$ cat src/rtl/uart_rx_ctrl.sv
// uart_rx_ctrl: oversampling UART receiver. It detects the start bit and
// majority-votes three mid-bit samples for each bit. Data is shifted in LSB
// first, then optional parity and the stop bit are checked. The result is one
// registered strobe set per frame.
module uart_rx_ctrl #(
  parameter int DATA_WIDTH = 8,
  parameter int PRESC_W    = 6
) (
  input  logic                  clk,
  input  logic                  rst,
  input  logic                  rx_in,
  input  logic [PRESC_W-1:0]    prescale,
  input  logic                  par_en,
  input  logic                  par_typ,
  output logic [DATA_WIDTH-1:0] p_data,
  output logic                  data_valid,
  output logic                  par_err,
  output logic                  stp_err
);

  // edge counter spans 0..31, the largest supported oversampling ratio
  localparam int CW = 5;
  localparam int BW = (DATA_WIDTH > 1) ? $clog2(DATA_WIDTH) : 1;

  typedef enum logic [2:0] {IDLE, START, DATA, PARITY, STOP} state_t;

  state_t                state;
  logic [CW-1:0]         edge_cnt;
  logic [BW-1:0]         bit_cnt;
  logic [DATA_WIDTH-1:0] shift_reg;
  logic [2:0]            smp;
  logic [1:0]            psel_q;   // 0: x8, 1: x16, 2: x32
  logic                  pe_q;
  logic                  pt_q;
  logic                  par_bad;

  logic [1:0]            psel_d;
  logic [CW-1:0]         p_last;
  logic [CW-1:0]         p_mid;
  logic                  last_edge;
  logic                  vote;

  // decode the live prescale input; anything unsupported runs at x8
  always_comb begin
    psel_d = 2'd0;
    if (prescale == PRESC_W'(16))      psel_d = 2'd1;
    else if (prescale == PRESC_W'(32)) psel_d = 2'd2;
  end

  // bit-period constants for the ratio latched at start detection
  always_comb begin
    p_last = CW'(7);
    p_mid  = CW'(4);
    case (psel_q)
      2'd1:    begin p_last = CW'(15); p_mid = CW'(8);  end
      2'd2:    begin p_last = CW'(31); p_mid = CW'(16); end
      default: begin p_last = CW'(7);  p_mid = CW'(4);  end
    endcase
  end

  assign last_edge = (edge_cnt == p_last);
  assign vote      = (smp[0] & smp[1]) | (smp[0] & smp[2]) | (smp[1] & smp[2]);

  // receive FSM with timing counters, mid-bit sampling and registered strobes
  always_ff @(posedge clk or negedge rst) begin
    if (!rst) begin
      state      <= IDLE;
      edge_cnt   <= '0;
      bit_cnt    <= '0;
      shift_reg  <= '0;
      smp        <= '0;
      psel_q     <= '0;
      pe_q       <= 1'b0;
      pt_q       <= 1'b0;
      par_bad    <= 1'b0;
      p_data     <= '0;
      data_valid <= 1'b0;
      par_err    <= 1'b0;
      stp_err    <= 1'b0;
    end else begin
      data_valid <= 1'b0;
      par_err    <= 1'b0;
      stp_err    <= 1'b0;

      if (state != IDLE) begin
        if (edge_cnt == p_mid - CW'(1)) smp[0] <= rx_in;
        if (edge_cnt == p_mid)          smp[1] <= rx_in;
        if (edge_cnt == p_mid + CW'(1)) smp[2] <= rx_in;
        edge_cnt <= last_edge ? '0 : edge_cnt + CW'(1);
      end

      case (state)
        IDLE: begin
          edge_cnt <= '0;
          if (!rx_in) begin
            // detection cycle is edge 0 of the start bit
            state    <= START;
            edge_cnt <= CW'(1);
            psel_q   <= psel_d;
            pe_q     <= par_en;
            pt_q     <= par_typ;
            par_bad  <= 1'b0;
          end
        end
        START: begin
          if (last_edge) begin
            bit_cnt <= '0;
            state   <= vote ? IDLE : DATA;
          end
        end
        DATA: begin
          if (last_edge) begin
            shift_reg <= {vote, shift_reg[DATA_WIDTH-1:1]};
            if (bit_cnt == BW'(DATA_WIDTH - 1)) state <= pe_q ? PARITY : STOP;
            else                                 bit_cnt <= bit_cnt + BW'(1);
          end
        end
        PARITY: begin
          if (last_edge) begin
            par_bad <= (vote != (^shift_reg ^ pt_q));
            state   <= STOP;
          end
        end
        STOP: begin
          if (last_edge) begin
            state <= IDLE;
            if (!par_bad && vote) begin
              data_valid <= 1'b1;
              p_data     <= shift_reg;
            end else begin
              par_err <= par_bad;
              stp_err <= ~vote;
            end
          end
        end
        default: state <= IDLE;
      endcase
    end
  end

endmodule
$ cat config.mk
export PLATFORM = sky130hd
export DESIGN_NAME = uart_rx_ctrl
export DESIGN_NICKNAME = d
export VERILOG_FILES = /design/src/rtl/uart_rx_ctrl.sv
export SDC_FILE = /design/constraint.sdc
export NUM_CORES = 1
export LEC_CHECK = 0
export ABC_CLOCK_PERIOD_IN_PS = 2550
export CORE_ASPECT_RATIO = 0.6
export CORE_MARGIN = 2
export CORE_UTILIZATION = 45
export CTS_CLUSTER_DIAMETER = 60
export DETAILED_ROUTE_END_ITERATION = 16
export PLACE_DENSITY = 0.66
export SLEW_MARGIN = 20
export SYNTH_ARGS = -nofsm -noshare
export SYNTH_HDL_FRONTEND = slang
export SYNTH_SLANG_ARGS = --single-unit
$ cat constraint.sdc
create_clock -name clk -period 2.55 [get_ports clk]
set_input_delay 0.3825 -clock clk [delete_from_list [all_inputs] [get_ports clk]]
set_output_delay 0.3825 -clock clk [all_outputs]
set_load 0.05 [all_outputs]
# Word-level counts from Yosys, hierarchy flattened

Index checks and enable logic that the tools add are counted.

Multiplexer cells: 32
Reductions and logical operators: 17
Bitwise operators: 8
Equality and inequality tests: 21
Add/sub/neg operators: 4

Operators with widths:

| kind                | number |
|---|---|
| $mux 3              | 9 |
| $eq 5x5->1          | 4 |
| $pmux 5 s2          | 2 |
| $mux 5              | 3 |
| $pmux 3 s5          | 1 |
| $ne 2x2->1 const B  | 7 |
| $mux 1              | 12 |
| $add 5x1->5 const B | 2 |
| $reduce_and 2->1    | 5 |
| $reduce_xor 8->1    | 1 |
| $eq 3x2->1 const B  | 2 |
| $eq 3x3->1 const B  | 2 |
| $eq 6x5->1 const B  | 1 |
| $eq 6x6->1 const B  | 1 |
| $mux 2              | 3 |
| $pmux 3 s2          | 1 |
| $reduce_and 3->1    | 2 |
| $reduce_and 6->1    | 1 |
| $reduce_bool 2->1   | 3 |
| $sub 5x1->5 const B | 1 |
| $reduce_and 4->1    | 1 |
| $add 3x1->3 const B | 1 |
| $and 1x1->1         | 3 |
| $eq 3x1->1 const B  | 1 |
| 11 further kinds    | 13 |

Input port bits: 11
Word-level logic and storage cells: 97
Output and inout bits: 11
Register bits after elaboration: 38

# Longest topological paths before layout

Gate-level depths: netlist of the first run.

Depth after elaboration: 7
Gate-level depth with buffers: 7
Gate-level depth less buffers: 6

# Worst setup path after synthesis of the first run

No wires, ideal clock.

Kind: flip-flop to flip-flop
Start: reg psel_q[0]
End: reg p_data[0]
Path slack: 345 ps
Data arrival time: 2081 ps
Library setup time: 125 ps
Path buffers: 1
Stages on the path, launching flop included: 8
Period minus slack after synthesis: 2205 ps
Required time: 2425 ps
Path through: dfrtp_1 inv_1 ha_1 xnor2_1 or3_1 buf_2 nor3_4 mux2_2

Word-level cells in the longest chain between the ends: 4
Elaborated cells between the ends (all ways): 5
Classes of those cells: 3 x eq/ne; 1 x mux; 1 x reduce/logical

Ends and longest elaborated chain:

| what                                            | line | text |
|---|---|---|
| start, declared                                 | 32   | `logic [1:0] psel_q;` |
| start signal, assigned                          | 99   | `psel_q <= psel_d;` |
| $eq 2x2->1 / $eq 2x1->1 (equally long branches) | 54   | `case (psel_q)` |
| $pmux 5 s2 (*)                                  | 54   |  |
| $eq 5x5->1 (*)                                  | 61   | `assign last_edge = (edge_cnt == p_last);` |
| $reduce_and 3->1 (no line) (*)                  | --   |  |
| end signal, assigned                            | 129  | `p_data <= shift_reg;` |
| end, declared                                   | 15   | `output logic [DATA_WIDTH-1:0] p_data,` |

Mark *: on every way between the ends. The rest lies on a longest branch, timed or not.
A chain may end at the register's enable or synchronous reset.

# Final worst setup path of the first run

Start: reg psel_q[0]
End: reg p_data[7]

Same word-level chain as after synthesis.

==> flow_summary_export.csv, run 1 <==
group,metric,value,unit
layout,layout.cells.most_common,"sky130_fd_sc_hd__dfrtp_1",
sta,final-hold-violation-count,0,
clocking,post_cts.resized_instances,0,
sta,timing_max_transition_violations_final,0,
clocking,post-cts-setup-buffer-count,0,
clocking,cts_root_buf,"sky130_fd_sc_hd__clkbuf_8",
critical_path,crit_path_kind,"flop to flop",
synth,post-synth-top-area-cell,"sky130_fd_sc_hd__dfrtp_1",
global_route,global_route.usage.total,17.55,%
critical_path,worst_ep_arrival_time,2540,ps
die,chipHeight,54.19,µm
synth,synth_fp_nets,184,
die,die_width,87.65,µm
routing,post-route-drc-count,0,
min_path,hp-class,"primary input to async pin",
sta,timing.max_slew.rel_slack,63.78,%
global_route,number_of_global_route_vias_before_repair,1280,
clocking,number_of_sinks_driven_by_the_clock_tree,38,
sta,timing_worst_slew_pin_value,538.3,ps
synth,synth-seq-area-share,50.33,%
power_and_ir_drop,ratio_of_total_power_to_cell_area,878.1,nW/µm²
power_and_ir_drop,max-vdd-ir-drop,0.4771,mV
power_and_ir_drop,power_leakage,1.038,nW
layout,final_net_count,213,
sta,rsz_0062_raised_after_global_routing,"yes",
die,fp-row-count,18,
global_route,grt_antenna_before_repair,0,
sta,timing.clock.skew,4.697,ps
status,status,"completed",
critical_path,critPathRequiredTime,2710,ps
sta,finalWorstSetupSlack,175.1,ps
routing,finalWirelength,3596,µm
placed_design,dp_slack,109.1,ps
synth,synth.cell_area,1889,µm²
clocking,tritoncts,"yes",
routing,route.detailed.wl_per_inst,14.10,µm
layout,area_growth_syn_to_fin,20.66,%
critical_path,crit_path_largest_cell_delay,520,ps
layout,layout.cell_area.non_filler,2280,µm²
critical_path,r2r.worst_path.cells,6,
clocking,clkSlewWorstSetupHoldPaths,70,ps
routing,initialDrtViolationCount,38,
clocking,htree_levels,2,
sta,timing.fmax,0.4211,GHz
routing,detailedRoute.firstPassIterationCount,4,
synth,ys.flop_type,"sky130_fd_sc_hd__dfrtp_1",
layout,utilization,55.92,%
sta,finalWorstPathRequiredPeriod,2375,ps
routing,vias_per_inst,5.098,
placed_design,dpl.hpwl,2739,µm
run,maxCapViolations,0,
clocking,cts-hold-fix-buffers,0,
critical_path,r2r-start,"psel_q[0]",
clocking,number_of_buffers_created_by_cts,5,
synth,synth_top_area_share,50.33,%
critical_path,setup.worst_path.start_class,"flop",
placed_design,place_congestion,0.8425,
synth,yosysWarningCount,0,
placed_design,postPlaceCellArea,2188,µm²
global_route,gr-total-overflow,0,
routing,vias,1300,
global_route,wire_length_of_the_first_global_routing_pass,6030,µm
die,pin_count,22,
synth,synthTopCellsByArea,"sky130_fd_sc_hd__dfrtp_1 (50%), sky130_fd_sc_hd__mux2_2 (11%), sky130_fd_sc_hd__ha_1 (5.3%)",
synth,syn_inst,165,
layout,final_cell_mix,"sky130_fd_sc_hd__dfrtp_1 (38), sky130_fd_sc_hd__clkdlybuf4s50_1 (21), sky130_fd_sc_hd__mux2_2 (19)",
synth,post_synth_num_cell_types,37,
critical_path,setup.reg_to_reg.worst_slack,180,ps
critical_path,cp_max_fo,9,
global_route,grt_max_degree,39,
sta,hold_slack,508.7,ps
layout,num_antenna_cells,0,
sta,report.final.setup_viol,0,
synth,number_of_synthesized_flops_with_an_enable_pin,0,
placed_design,numPortBuffers,21,
critical_path,cp-end-kind,"flop",
critical_path,crit_path_top_delay_cell,"sky130_fd_sc_hd__or3_1",
synth,ys_ff_latch,38,
layout,fraction_of_layout_cells_with_a_size_suffix_above_1,17.95,%
clocking,clk-insertion-delay-late,280,ps
routing,drtAntennaViolNets,0,
clocking,cts_buffer_depth,2,
die,core,4076,µm²
synth,postSynthAreaPerCell,11.45,µm²
die,dieArea,4750,µm²
critical_path,r2r_end,"p_data[7]",
synth,synthArstFlopShare,100.0,%
die,initial_standard_cell_utilization_of_the_core,46.35,%
critical_path,crit_chain,"inv_1 -> ha_1 -> xnor2_1 -> or3_1 -> nor3_4 -> mux2_2",
sta,timing.final.crit_share,93.13,%
how the worst max path moves through the flow:
stage | start | to | slack [ps] | depth (start not counted)
after global placement | psel_q[0] | p_data[2] | 210 | 6
after CTS | psel_q[0] | p_data[7] | 90 | 6
final | psel_q[0] | p_data[7] | 180 | 6
after detailed placement | psel_q[0] | p_data[7] | 110 | 6
after floorplan | psel_q[0] | p_data[0] | 340 | 7
after global routing | psel_q[0] | shift_reg[1] | -5 | 6
critical path: cells and delay by family, from the launching register on:
family | cells | cell delay (ps)
mux | 1 | 400
simple gates | 2 | 920
xor+xnor | 1 | 170
buf+inv | 1 | 80
fa+ha+maj | 1 | 340
flops | 1 | 350
layer usage:
metal  up-vias  global-route usage [%]  share of wire, %
met1       651                   23.65                52
met5         -                       0                 0
met3         5                   4.601               2.7
met4         0                   6.154              0.83
li1        633                       -                 -
met2        11                   27.78                45
layout make-up:
| type | count | area [µm²] |
|---|---|---|
| Fill cell | 353 | 1797 |
| Tap cell | 60 | 75.07 |
| Inverter | 8 | 30.03 |
| Timing Repair Buffer | 26 | 247.7 |
| Clock buffer | 7 | 86.33 |
| Clock inverter | 1 | 5.005 |
| Multi-Input combinational cell | 115 | 884.6 |
| Sequential cell | 38 | 950.9 |
cell families after synthesis:
| logic type | Yosys count | synth area share (%) |
|---|---|---|
| multiplexers | 23 | 13.44 |
| flip-flops | 38 | 50.33 |
| AO/OA/AOI/OAI | 14 | 4.902 |
| AND/OR/NAND/NOR | 54 | 14.97 |
| XOR/XNOR | 15 | 7.682 |
| buffers and inverters | 12 | 2.848 |
| adder cells (fa/ha/maj) | 9 | 5.828 |
report_power, final:
group          leakage, nW  switching (mW)  internal [mW]
Sequential           0.507           0.143          0.726
Combinational        0.482           0.375          0.342
Clock               0.0482           0.197          0.218
cell usage after synthesis (3+ instances only):
library cell                n
sky130_fd_sc_hd__dfrtp_1   38
sky130_fd_sc_hd__mux2_2    19
sky130_fd_sc_hd__nand2_1   18
sky130_fd_sc_hd__ha_1       8
sky130_fd_sc_hd__inv_1      8
sky130_fd_sc_hd__xnor2_1    8
sky130_fd_sc_hd__nor3_1     7
sky130_fd_sc_hd__nor2_1     6
sky130_fd_sc_hd__o21ai_0    6
sky130_fd_sc_hd__xor2_1     6
sky130_fd_sc_hd__mux2i_1    4
sky130_fd_sc_hd__nand2b_1   4
sky130_fd_sc_hd__nand3_1    3
sky130_fd_sc_hd__nor4_1     3
sky130_fd_sc_hd__or3_1      3
stage by stage:
step                      std cells  total power [mW]  setup TNS, ps
after CTS                       255             2.016              0
after global placement          247             1.558              0
after global routing            255             2.153         -6.219
final                           255             2.002              0
after detailed placement        247             1.593              0
after floorplan                 165             1.393              0
Note: power is estimated with default switching activity, not from simulation.
==> run 2, diff against run 1 <==
- GPL_ROUTABILITY_DRIVEN: default -> 0
==> results of run 2 <==
Final layout, timing and power as in run 1 (identical DEF).
